`src/rtl/fsm_state_monitor.sv`:
```
// rtl/fsm_state_monitor.sv - sticky-error observer for the S0->S1->S2->S0 sequencer
// Optional dwell timeout is compiled in with FSM_MON_DWELL_TIMEOUT_EN.
module fsm_state_monitor #(
   parameter int CNT_W     = 8,
   parameter int DWELL_MAX = 4
) (
   input  logic             clk,
   input  logic             rst,
   input  logic             st_valid,
   input  logic [1:0]       st_code,
   input  logic             clr,
   output logic [1:0]       mon_state,
   output logic [1:0]       expected_next,
   output logic             err,
   output logic [1:0]       err_code,
   output logic [CNT_W-1:0] lap_cnt,
   output logic             lap_pulse
);

   typedef enum logic [1:0] {
      IDLE  = 2'd0,
      TRACK = 2'd1,
      ERROR = 2'd2
   } mon_state_t;

   localparam logic [1:0] CODE_ILLEGAL = 2'd3;
   localparam logic [1:0] ERR_CODE     = 2'd1;
   localparam logic [1:0] ERR_TRANS    = 2'd2;
   localparam logic [1:0] ERR_DWELL    = 2'd3;

   mon_state_t state;
   logic [1:0] last;
   logic       dwell_timeout;

   function automatic logic [1:0] next_code(input logic [1:0] c);
      return (c == 2'd2) ? 2'd0 : c + 2'd1;
   endfunction

`ifdef FSM_MON_DWELL_TIMEOUT_EN
   localparam int DW_W = $clog2(DWELL_MAX + 1);

   logic [DW_W-1:0] dwell;

   // Counts repeats after the first sample, so DWELL_MAX samples means DWELL_MAX-1 repeats.
   assign dwell_timeout = (dwell == DW_W'(DWELL_MAX - 2));

   always_ff @(posedge clk or posedge rst) begin
      if (rst) begin
         dwell <= '0;
      end else if (clr) begin
         dwell <= '0;
      end else if (st_valid && state == TRACK && st_code == last) begin
         if (dwell != DW_W'(DWELL_MAX))
            dwell <= dwell + DW_W'(1);
      end else if (st_valid && state != ERROR) begin
         dwell <= '0;
      end
   end
`else
   localparam int unused_dwell_max = DWELL_MAX;

   assign dwell_timeout = 1'b0;
`endif

   always_ff @(posedge clk or posedge rst) begin
      if (rst) begin
         state         <= IDLE;
         last          <= 2'd0;
         expected_next <= 2'd0;
         err           <= 1'b0;
         err_code      <= 2'd0;
         lap_cnt       <= '0;
         lap_pulse     <= 1'b0;
      end else begin
         lap_pulse <= 1'b0;
         if (clr) begin
            state         <= IDLE;
            last          <= 2'd0;
            expected_next <= 2'd0;
            err           <= 1'b0;
            err_code      <= 2'd0;
            lap_cnt       <= '0;
         end else if (st_valid) begin
            case (state)
               IDLE: begin
                  if (st_code == CODE_ILLEGAL) begin
                     state    <= ERROR;
                     err      <= 1'b1;
                     err_code <= ERR_CODE;
                  end else begin
                     // First sample re-seeds tracking; no transition check against history.
                     state         <= TRACK;
                     last          <= st_code;
                     expected_next <= next_code(st_code);
                  end
               end
               TRACK: begin
                  if (st_code == CODE_ILLEGAL) begin
                     state    <= ERROR;
                     err      <= 1'b1;
                     err_code <= ERR_CODE;
                  end else if (st_code == last) begin
                     if (dwell_timeout) begin
                        state    <= ERROR;
                        err      <= 1'b1;
                        err_code <= ERR_DWELL;
                     end
                  end else if (st_code == next_code(last)) begin
                     last          <= st_code;
                     expected_next <= next_code(st_code);
                     if (last == 2'd2) begin
                        lap_cnt   <= lap_cnt + CNT_W'(1);
                        lap_pulse <= 1'b1;
                     end
                  end else begin
                     state    <= ERROR;
                     err      <= 1'b1;
                     err_code <= ERR_TRANS;
                  end
               end
               ERROR: ;
               default: state <= IDLE;
            endcase
         end
      end
   end

   assign mon_state = state;

endmodule

```
`config.mk`:
```
export PLATFORM = sky130hd
export DESIGN_NAME = fsm_state_monitor
export DESIGN_NICKNAME = d
export VERILOG_FILES = /design/src/rtl/fsm_state_monitor.sv
export SDC_FILE = /design/constraint.sdc
export NUM_CORES = 1
export LEC_CHECK = 0
export CORE_MARGIN = 2
export CORE_UTILIZATION = 50
export CTS_BUF_LIST = sky130_fd_sc_hd__clkbuf_16
export CTS_CLUSTER_DIAMETER = 100
export CTS_CLUSTER_SIZE = 16
export DETAILED_ROUTE_END_ITERATION = 16
export GPL_TIMING_DRIVEN = 1
export PLACE_DENSITY = 0.75
export SYNTH_ARGS = -nofsm -noshare
export SYNTH_HDL_FRONTEND = slang
export SYNTH_SLANG_ARGS = --single-unit
```
`constraint.sdc`:
```
create_clock -name clk -period 2.65 [get_ports clk]
set_clock_uncertainty 0.1 [all_clocks]
set_input_delay 0.53 -clock clk [delete_from_list [all_inputs] [get_ports clk]]
set_output_delay 0.53 -clock clk [all_outputs]
set_load 0.01 [all_outputs]
```
# ---- Word level (Yosys, flattened, before mapping)
# Index checks and enable logic that the tools add are counted.
dict set report word_totals {
  regBits 18
  elab_cells 86
}
dict set report classes {
  n_addsub 3
  eq_ne 17
  muxes 49
  reduce_logical 10
}
# cell count
set ops {}
lappend ops {{$mux W8} 7}
lappend ops {{$mux W2} 24}
lappend ops {{$ne A3 B3 Y1 const B} 5}
lappend ops {{$mux W1} 13}
lappend ops {{$pmux W2 S2} 3}
lappend ops {{$reduce_and A6 Y1} 2}
lappend ops {{$add A8 B1 Y8 const B} 1}
lappend ops {{$eq A2 B2 Y1 const B} 4}
lappend ops {{$ne A4 B4 Y1 const B} 2}
lappend ops {{$reduce_bool A2 Y1} 4}
lappend ops {{$ne A2 B2 Y1 const B} 3}
lappend ops {{$pmux W2 S3} 1}
lappend ops {{$reduce_and A5 Y1} 1}
lappend ops {{$add A2 B1 Y2 const B} 2}
lappend ops {{$eq A2 B2 Y1} 2}
lappend ops {{$reduce_and A4 Y1} 1}
lappend ops {{$reduce_bool A3 Y1} 1}
lappend ops {{$eq A2 B1 Y1 const B} 1}
lappend ops {{$logic_not A2 Y1} 1}
lappend ops {{$pmux W1 S2} 1}

# ---- Depth between registers and ports, before layout
# Gate-level depths: netlist of the first run.
dict set report logic_depth {
  word_depth 9
  mapped_depth 7
  mapped_depth_nobuf 5
}

# ---- Least setup slack after synthesis of the first run
# OpenSTA, ideal clock, no wires.
dict set report synth_timing {
  path_type {input-to-reg}
  startpoint {input port st_code[1]}
  endpoint {register lap_cnt[7]}
  setup_ns 0.132
  arrival_ns 1.551
  t_required_ns 2.418
  setup_slack_ns 0.867
  path_stages 6
  path_buffers 1
  path_cell_list {buf_6 or2_4 nor4_4 nand4_1 xor2_1 nor2_1}
}
dict set report synth_between {
  elab_chain_len 3
  elab_cells_between_ends 7
  cone_classes {eq/ne (5); reduce/logical (2)}
}
# item line
set synth_rtl {}
lappend synth_rtl {{from (decl)} 10} ;# input logic [1:0] st_code,
lappend synth_rtl {{$eq A2 B2 Y1 (on tied branches)} {102, 108, 98}}
lappend synth_rtl {{$ne A2 B2 Y1 (no line) or $reduce_bool A2 Y1 (tied branches)} -}
lappend synth_rtl {{$reduce_and A6 Y1 (no line) *} -}
lappend synth_rtl {{to (signal assigned)} 112} ;# lap_cnt <= lap_cnt + CNT_W'(1);
lappend synth_rtl {{to (decl)} 16} ;# output logic [CNT_W-1:0] lap_cnt,
# Mark *: on every way between the ends. The rest lies on a longest branch, timed or not.
# A chain may end at the register's enable or synchronous reset.

# ---- Worst setup path in the final report of the first run
dict set report layout_timing {
  startpoint {input port st_code[1]}
  endpoint {register state[0] (netlist: mon_state[0])}
}
dict set report layout_between {
  elab_chain_len 5
  elab_cells_between_ends 11
  cone_classes {eq/ne (5); mux (5); reduce/logical (1)}
}
# item line
set layout_rtl {}
lappend layout_rtl {{$eq A2 B2 Y1} {86, 98}}
lappend layout_rtl {{$mux W2 (on tied branches)} {98, 86}}
lappend layout_rtl {{$pmux W2 S3} 84} ;# case (state)
lappend layout_rtl {{$mux W2} 83} ;# end else if (st_valid) begin
lappend layout_rtl {{$mux W2} 76} ;# if (clr) begin
lappend layout_rtl {{to (signal assigned)} 77} ;# state <= IDLE;
lappend layout_rtl {{to (signal assigned)} 87} ;# state <= ERROR;
lappend layout_rtl {{to (signal assigned)} 99} ;# state <= ERROR;
lappend layout_rtl {{to (decl)} 31} ;# mon_state_t state;
# Several ways; a longest one is shown, not always the timed one. The select of a mux whose other input is x is not followed.

==> results of run 1 <==
[per-layer routing]
metal / GRT usage [%] / share of wire [%] / vias to the layer above / routed length, um
li1: - / - / 408 / -
met1: 26.1 / 47 / 414 / 1020
met2: 30.6 / 47 / 23 / 1020
met3: 3.09 / 3.5 / 6 / 76
met4: 9.52 / 2.0 / 0 / 43
met5: 0 / 0 / - / 0
[worst max-delay path, delay by kind of cell]
family / cells / cell delay, ns
simple gates: 1 / 0.13
xor+xnor: 1 / 0.25
buf+inv: 2 / 0.89
compound gates: 3 / 0.40
[state kept, by name (all words and copies together) (netlist names)]
signal,flops
err_code,2
last,2
expected_next,2
mon_state,2
lap_pulse,1
lap_cnt,8
err,1
[power by group through the flow]
stage / sequential [uW] / combinational, uW / clock [uW]
6_report: 297 / 91.9 / 293
5_1_grt: 299 / 100 / 313
4_1_cts: 297 / 92.1 / 298
3_5_place_dp: 301 / 90.5 / 0
3_3_place_gp: 301 / 89.3 / 0
2_1_floorplan: 298 / 59.6 / 0
[path summary, 6_finish.rpt]
kind	from	endpoint	slack, ns	depth (start not counted)
max	st_code[1]	mon_state[0]	0.45	7
min	expected_next[1]	expected_next[1]	0.43	2
max reg2reg	last[1]	lap_cnt[5]	0.87	6
min reg2reg	expected_next[1]	expected_next[1]	0.43	2
max in group asynchronous	rst	last[1]	1.44	2
min in group asynchronous	rst	mon_state[1]	0.58	2
[cell type report]
class | count | area [um2]
Sequential cell | 18 | 450
Clock buffer | 3 | 75.1
Multi-Input combinational cell | 78 | 499
Tap cell | 27 | 33.8
Timing Repair Buffer | 24 | 233
Fill cell | 162 | 616
Inverter | 4 | 15.0
[cell families (layout without fill, tap and decap cells)]
logic type | Yosys count | after routing | share of synthesized area (%)
fa+ha+maj | 1 | 1 | 1.25
mux | 5 | 5 | 5.01
xor+xnor | 8 | 8 | 7.01
buf+inv | 11 | 31 | 5.01
flops | 18 | 18 | 45.1
simple gates | 43 | 43 | 23.2
compound gates | 21 | 21 | 13.5
[cell usage in the layout (no fill, tap or decap), types with 2 or more instances in the layout]
cell	count
nor2_1	15
nand4_1	4
nand2_1	9
buf_4	3
a21oi_1	5
a31oi_1	3
xor2_1	7
mux2i_1	5
dfrtp_1	18
nor2b_1	3
and3_1	2
clkdlybuf4s50_1	21
inv_1	4
o21ai_0	3
clkbuf_16	3
[stage by stage]
step / power [uW] / cell area, um2 / utilization, %
3_5_place_dp: 392 / 1230 / 64.1
5_1_grt: 712 / 1310 / 68.0
2_1_floorplan: 358 / 1000 / -
6_report: 682 / 1310 / 68.0
4_1_cts: 687 / 1310 / 68.0
3_3_place_gp: 390 / 1230 / 64.1
==> impl_metrics.py, run 1 <==
metrics = {
    "place": {
        "gp_congestion": 0.982,
        "port_buffers": 21,
        "place_inst": 151,
        "place_ws_ns": 0.231,
        "dp_hpwl_mm": 1.43,
    },
    "cells_and_area": {
        "layout.nets": 136,
        "syn2layout_area_growth_pct": 30.7,
        "antenna_cells": 0,
        "drive_gt1_share_pct": 7.87,
        "final_cells": 154,
    },
    "route": {
        "wl_mm": 2.15,
        "postRouteAntennaNets": 0,
        "first_pass_iters": 4,
        "viasPerCell": 5.53,
        "routed-via-count": 851,
        "routedWlPerCell_um": 14.0,
        "drc": 0,
        "drt_iter0_markers": 17,
    },
    "power_and_ir_drop": {
        "intPower_uw": 525,
        "max-vdd-ir-drop_mv": 0.374,
        "p_sw_uw": 157,
        "power_density_mw_per_mm2": 522,
        "swShare_pct": 23.0,
        "clock_power_share_pct": 42.9,
        "p_leak_uw": 0.000544,
        "seq_power_share_pct": 43.6,
        "power_frac_comb_pct": 13.5,
    },
    "clocking": {
        "clock_sinks": 18,
        "cts_buffer_depth": 2,
        "cts_tree": "done",
        "path_clk_slew_ns": 0.05,
        "cts_root_buf": "clkbuf_16",
        "cts_hold_buf": 0,
        "htree_levels": 1,
        "numCtsBuffers": 3,
        "ctsResizeCount": 0,
        "clk_latency_ns": 0.24,
        "post-cts-setup-buffers": 0,
    },
    "floorplanning": {
        "core_area_mm2": 0.00192,
        "rows": 16,
        "initial_core_util_pct": 52.0,
        "fp.dieH_um": 48.7,
        "die_x_um": 48.7,
        "boundaryPins": 22,
        "dieArea_mm2": 0.00237,
    },
    "setup_path": {
        "worstSetupStartpointType": "input pin",
        "worst-setup-path-type": "input pin to flop",
        "critPathRequiredTime_ns": 2.65,
        "critical_path.slowest_cell": "clkdlybuf4s50_1",
        "worst_setup_path_end_kind": "flop",
        "path_cells": "clkdlybuf4s50_1 -> buf_4 -> xor2_1 -> o2bb2ai_1 -> o21a_1 -> o22ai_1 -> nor2b_1",
        "cp_slowest_stage_delay_ns": 0.68,
        "arrival_ns": 2.20,
        "cp_max_fo": 11,
    },
    "flow_run": {
        "maxCapViolations": 0,
    },
    "timing": {
        "finalSetupTns_ns": 0,
        "setup_viol": 0,
        "rsz0062_at_grt": "false",
        "period_share_pct": 82.9,
        "fin_hold_ws_ns": 0.429,
        "hold_viol_final": 0,
        "slew_violations": 0,
        "timing.fmax_ghz": 0.455,
        "relSlewSlack_pct": 54.9,
        "period_minus_slack_ns": 2.20,
        "tightest_slew_ns": 0.676,
        "finalWorstSetupSlack_ns": 0.452,
    },
    "synthesis": {
        "synth_nets": 114,
        "post-synth-top-area-cell": "dfrtp_1",
        "synth-seq-cells": 18,
        "synth_common_cells": "dfrtp_1, nor2_1, nand2_1, xor2_1",
        "synth-edff-count": 0,
        "synth_flop_cell": "dfrtp_1",
        "yosysUniqueCellTypes": 37,
        "syn_area_per_cell_um2": 9.34,
        "syn_inst": 107,
        "yosysTopAreaCellShare_pct": 45.1,
        "synth.cell_area_um2": 1000,
        "synth.area.top_cells": "dfrtp_1, xor2_1, nor2_1",
        "synth.most_common_cell": "dfrtp_1",
        "seq_area_frac_synth_pct": 45.1,
        "synthArstFlopShare_pct": 100,
        "yosysWarnings": 0,
    },
    "status": {
        "status": "complete, no violations",
    },
    "global_routing": {
        "grt_overflow": 0,
        "grt_first_pass_wirelength_mm": 3.64,
        "grt_use_total_pct": 19.4,
        "first_global_vias": 817,
        "grt_max_degree": 19,
        "antenna_found_initial": 0,
    },
    "hold_path": {
        "hold_path_class": "flop to flop",
    },
}
No activity file was read; power rests on OpenSTA's default activity.
==> inputs of run 2 (changes only) <==
- CORE_UTILIZATION: 50 -> 44
- PLACE_DENSITY: 0.75 -> 0.7
- clock period: 2.65 -> 1.9 ns (I/O delays scaled with it)
==> run 2 against run 1 <==
Register-to-register slack lost 0.67 ns. Sequential cell count unchanged. Wire length increased by 11%. Combinational power is 69% higher. Sequential share of layout area down 3.1 points. Non-clock buffer count increased by 14. First-iteration DRC count increased by 12%. Global-route usage decreased by 0.71 points. Die area up 12%. Critical path depth decreased by 6. Critical path type is now flop to primary output. Critical endpoint is now mon_state[0].
==> impl_metrics.py, run 2 (synthesized netlist as in run 1, its figures left out) <==
metrics = {
    "power_and_ir_drop": {
        "p_leak_uw": 0.000617,
        "p_sw_uw": 228,
        "max-vdd-ir-drop_mv": 0.507,
        "power_frac_comb_pct": 15.8,
        "seq_power_share_pct": 41.9,
        "intPower_uw": 751,
        "clock_power_share_pct": 42.3,
        "swShare_pct": 23.3,
        "power_density_mw_per_mm2": 682,
    },
    "timing": {
        "tightest_slew_ns": 0.358,
        "period_share_pct": 96.3,
        "timing.fmax_ghz": 0.546,
        "relSlewSlack_pct": 76.1,
        "slew_violations": 0,
        "finalWorstSetupSlack_ns": 0.0701,
        "period_minus_slack_ns": 1.83,
        "setup_viol": 0,
        "finalSetupTns_ns": 0,
        "fin_hold_ws_ns": 0.350,
        "hold_viol_final": 0,
    },
    "cells_and_area": {
        "drive_gt1_share_pct": 19.0,
        "layout.nets": 150,
        "largest_reg_flops": 8,
        "regArea_um2": 450,
        "mostFrequentLayoutCells": "clkdlybuf4s50_1, dfrtp_1, buf_4",
        "final_common_cell": "clkdlybuf4s50_1",
        "syn2layout_area_growth_pct": 43.7,
        "multiInputGateArea_um2": 515,
        "final_cells": 170,
        "antenna_cells": 0,
        "fillers": 181,
        "largest_register": "lap_cnt",
    },
    "setup_path": {
        "critical_path.slowest_cell": "clkdlybuf4s50_1",
        "arrival_ns": 1.35,
        "worst_setup_path_end_kind": "primary output",
        "critPathBufInv": 1,
        "worstSetupStartpointType": "flop",
        "path_cells": "clkdlybuf4s50_1",
        "worst-setup-path-type": "flop to primary output",
        "cp_slowest_stage_delay_ns": 0.60,
        "critPathRequiredTime_ns": 1.42,
        "cp_max_fo": 7,
        "cp_top_family": "buffers and inverters",
    },
    "route": {
        "postRouteAntennaNets": 0,
        "drc": 0,
        "routed-via-count": 912,
        "wl_mm": 2.39,
        "first_pass_iters": 4,
        "viasPerCell": 5.36,
        "routedWlPerCell_um": 14.0,
        "drt_iter0_markers": 19,
    },
    "clocking": {
        "cts_hold_buf": 0,
        "cts_tree": "done",
        "clock_sinks": 18,
        "numCtsBuffers": 3,
        "cts_root_buf": "clkbuf_16",
        "htree_levels": 1,
        "path_clk_slew_ns": 0.05,
        "clk_latency_ns": 0.24,
        "cts_buffer_depth": 2,
    },
    "global_routing": {
        "grt_max_degree": 19,
        "busiest_layer": "met2",
        "first_global_vias": 835,
        "grt_overflow": 0,
        "use_met2_pct": 29.5,
        "grt_use_total_pct": 18.7,
        "antenna_found_initial": 0,
        "grt_first_pass_wirelength_mm": 3.68,
        "use_met1_pct": 25.6,
        "global_route.usage.met3_pct": 2.87,
    },
    "place": {
        "place_ws_ns": -0.191,
        "dp_hpwl_mm": 1.62,
        "port_buffers": 21,
        "place_inst": 163,
        "gp_congestion": 0.885,
    },
    "status": {
        "status": "complete, no violations",
    },
    "hold_path": {
        "hold_path_class": "input pin to async pin",
    },
    "flow_run": {
        "maxCapViolations": 0,
    },
    "floorplanning": {
        "die_x_um": 51.7,
        "dieArea_mm2": 0.00267,
        "rows": 17,
        "core_area_mm2": 0.00217,
        "initial_core_util_pct": 46.1,
        "fp.dieH_um": 51.7,
        "boundaryPins": 22,
    },
}
## run 2: changes by cell type in the layout (fill, tap and decap cells not counted)
cell / change
buf_4: +13
a21oi_1: -1
a21oi_2: +1
buf_6: +1
clkinv_1: +1
nor3b_1: -1
nor3b_2: +1
xor2_1: -1
xor2_2: +1
## run 2: worst register-to-register path: stages, from the launching register on
cell and delay [ns]:
dfrtp_1 0.51, nand2_2 0.13, nor4_4 0.31, buf_6 0.17
nand4_1 0.12, xor2_1 0.20, nor2_1 0.06
## run 2: repair_timing
action / 4_1_cts / 5_1_grt
resized for setup: 0 / 4
setup buffers: 0 / 3
setup endpoints to repair: 0 / 6
## run 2: area by class of cell
| class | instances | share of cell area (%) |
|---|---|---|
| Multi-Input combinational cell | 78 | 35.9 |
| Clock inverter | 1 | 0.261 |
| Timing Repair Buffer | 38 | 23.8 |
| Clock buffer | 3 | 5.23 |
| Tap cell | 28 | 2.44 |
| Inverter | 4 | 1.05 |
| Sequential cell | 18 | 31.4 |
## run 2: per-layer routing
layer	vias to the layer above	wire [um]
li1	443	-
met1	439	1040
met2	24	1230
met3	6	83
met4	0	34
met5	-	0
## run 2: worst paths after layout
kind	from	to	slack, ns	depth (start not counted)
min in group clk	err	err	0.41	2
setup / recovery	mon_state[0]	mon_state[0]	0.07	1
setup reg to reg	mon_state[0]	lap_cnt[5]	0.20	6
hold / removal	rst	mon_state[1]	0.35	3
hold reg to reg	err	err	0.41	2
max in group asynchronous	rst	lap_pulse	1.15	3
## run 2: power by group through the flow
| stage | Sequential (uW) | Clock [uW] | Combinational (uW) |
|---|---|---|---|
| final | 410 | 414 | 155 |
| after global placement | 416 | 0 | 146 |
| after floorplan | 416 | 0 | 83.1 |
| after detailed placement | 416 | 0 | 149 |
| after CTS | 410 | 422 | 150 |
| after global routing | 412 | 438 | 170 |
## run 2: stage by stage
| step | utilization [%] | cell area, um2 | power (uW) |
|---|---|---|---|
| final | 66.2 | 1440 | 979 |
| after global routing | 66.2 | 1440 | 1020 |
| after CTS | 64.2 | 1390 | 982 |
| after detailed placement | 60.6 | 1320 | 565 |
| after global placement | 60.6 | 1320 | 562 |
| after floorplan | - | 1000 | 499 |
==> inputs of run 3 (changes only) <==
- CELL_PAD_IN_SITES_DETAIL_PLACEMENT: unset -> 1
- CELL_PAD_IN_SITES_GLOBAL_PLACEMENT: unset -> 1
- CORE_UTILIZATION: 44 -> 33
- PLACE_DENSITY: 0.7 -> 0.69
==> run 3 against run 2 <==
Global-route usage fell by 1.5 points. Register-to-register slack barely moved. Hold slack improved by 0.021 ns. Utilization fell by 16 points. Fmax rose by 0.21%. Power rose by 0.32%. Critical path depth did not move. Combinational power barely moved. Critical path type unchanged. Sequential cell count did not move. Wire length rose by 15%.
==> impl_metrics.py, run 3 (synthesized netlist as in run 1, its figures left out) <==
metrics = {
    "power_and_ir_drop": {
        "p_leak_uw": 0.000605,
        "power_density_mw_per_mm2": 698,
        "max-vdd-ir-drop_mv": 0.495,
    },
    "timing": {
        "finalWorstSetupSlack_ns": 0.0739,
        "rsz0062_at_grt": "false",
        "period_minus_slack_ns": 1.83,
        "hold_viol_final": 0,
        "tightest_slew_ns": 0.369,
        "slew_violations": 0,
        "period_share_pct": 96.1,
        "relSlewSlack_pct": 75.4,
        "timing.fmax_ghz": 0.548,
        "setup_viol": 0,
    },
    "place": {
        "port_buffers": 21,
        "dp_hpwl_mm": 1.88,
        "place_inst": 165,
        "gp_congestion": 0.810,
        "place_ws_ns": -0.242,
    },
    "floorplanning": {
        "core_area_mm2": 0.00283,
        "rows": 19,
        "boundaryPins": 22,
        "initial_core_util_pct": 35.3,
        "dieArea_mm2": 0.00349,
        "die_x_um": 59.0,
        "fp.dieH_um": 59.0,
    },
    "clocking": {
        "clk_latency_ns": 0.25,
        "htree_levels": 1,
        "clock_sinks": 18,
        "path_clk_slew_ns": 0.05,
        "cts_tree": "done",
        "numCtsBuffers": 3,
        "post-cts-setup-buffers": 0,
        "cts_buffer_depth": 2,
        "cts_root_buf": "clkbuf_16",
    },
    "cells_and_area": {
        "antenna_cells": 0,
        "final_cells": 168,
        "drive_gt1_share_pct": 16.1,
        "final_common_cell": "clkdlybuf4s50_1",
        "largest_reg_flops": 8,
        "mostFrequentLayoutCells": "clkdlybuf4s50_1, dfrtp_1, nor2_1",
        "syn2layout_area_growth_pct": 40.8,
        "layout.nets": 146,
        "largest_register": "lap_cnt",
    },
    "global_routing": {
        "grt_use_total_pct": 17.2,
        "antenna_found_initial": 0,
        "first_global_vias": 930,
        "grt_overflow": 0,
        "grt_max_degree": 19,
        "grt_first_pass_wirelength_mm": 4.49,
    },
    "route": {
        "routed-via-count": 906,
        "viasPerCell": 5.39,
        "drc": 0,
        "drt_iter0_markers": 31,
        "routedWlPerCell_um": 16.3,
        "postRouteAntennaNets": 0,
        "first_pass_iters": 4,
        "wl_mm": 2.74,
    },
    "setup_path": {
        "worst-setup-path-type": "flop to primary output",
        "critPathBufInv": 1,
        "cp_max_fo": 7,
        "cp_slowest_stage_delay_ns": 0.60,
        "path_cells": "clkdlybuf4s50_1",
        "critical_path.slowest_cell": "clkdlybuf4s50_1",
        "critPathRequiredTime_ns": 1.42,
        "worstSetupStartpointType": "flop",
        "cp_top_family": "buffers and inverters",
        "worst_setup_path_end_kind": "primary output",
        "arrival_ns": 1.35,
    },
    "flow_run": {
        "maxCapViolations": 0,
    },
    "hold_path": {
        "hold_path_class": "input pin to async pin",
    },
    "status": {
        "status": "complete, no violations",
    },
}
run 3: cell count changes in the layout (fill, tap and decap cells not counted):
cell             change
nor3b_2              -1
nor3b_1              +1
clkinv_1             -1
buf_6                +1
clkdlybuf4s50_1      -1
dlymetal6s2s_1       +1
buf_4                -5
run 3: final timing paths:
| path | from | slack (ns) | depth (start not counted) | to |
|---|---|---|---|---|
| setup / recovery | mon_state[0] | 0.07 | 1 | mon_state[0] |
| max in group asynchronous | rst | 1.13 | 3 | last[1] |
| min in group clk | expected_next[0] | 0.44 | 2 | expected_next[0] |
| setup reg to reg | last[1] | 0.19 | 6 | last[1] |
| hold reg to reg | expected_next[0] | 0.44 | 2 | expected_next[0] |
| hold / removal | rst | 0.37 | 3 | lap_cnt[4] |
run 3: power breakdown:
part | leakage (uW) | switching (uW) | total (uW) | internal [uW]
Combinational | 0.000320 | 81.2 | 156 | 74.5
Clock | 0.0000370 | 137 | 414 | 277
Sequential | 0.000248 | 17.0 | 413 | 396
Total | 0.000605 | 235 | 982 | 747
run 3: through the flow:
stage	hold slack, ns	utilization (%)	total power, uW	area, um2	setup TNS [ns]
detailed placement	0.432	46.4	569	1310	-2.32
global route	0.407	49.8	1020	1410	0
CTS	0.382	49.5	985	1400	0
finish	0.371	49.8	982	1410	0
global placement	0.408	46.4	564	1310	-1.57
floorplan	0.219	-	499	1000	0
run 3: metal layers:
layer  global-route usage, %  up-vias  part of all wire [%]
li1                        -      432                     -
met1                    23.3      457                    46
met2                    28.6       15                    51
met3                    3.28        2                   2.1
met4                    3.90        0                  0.47
met5                       0        -                     0
run 3: what timing repair did:
item                       4_1_cts  5_1_grt
resized for setup                3        2
gates cloned                     0        0
hold buffers                     0        0
setup endpoints to repair        2        6
run 3: worst reg2reg max path, stage by stage (launching register included):
cell and delay, ns:
dfrtp_1 0.49, buf_4 0.21, nor3b_1 0.20, nor2_1 0.07
a21oi_2 0.23, mux2i_1 0.24, nor2_1 0.06
run 3: cell type report:
type / instances / area (um2)
clock buffer: 3 / 75.1
fill: 324 / 1420
inverter: 4 / 15.0
multi-input combinational: 78 / 510
sequential: 18 / 450
tap: 31 / 38.8
timing repair buffer: 34 / 318
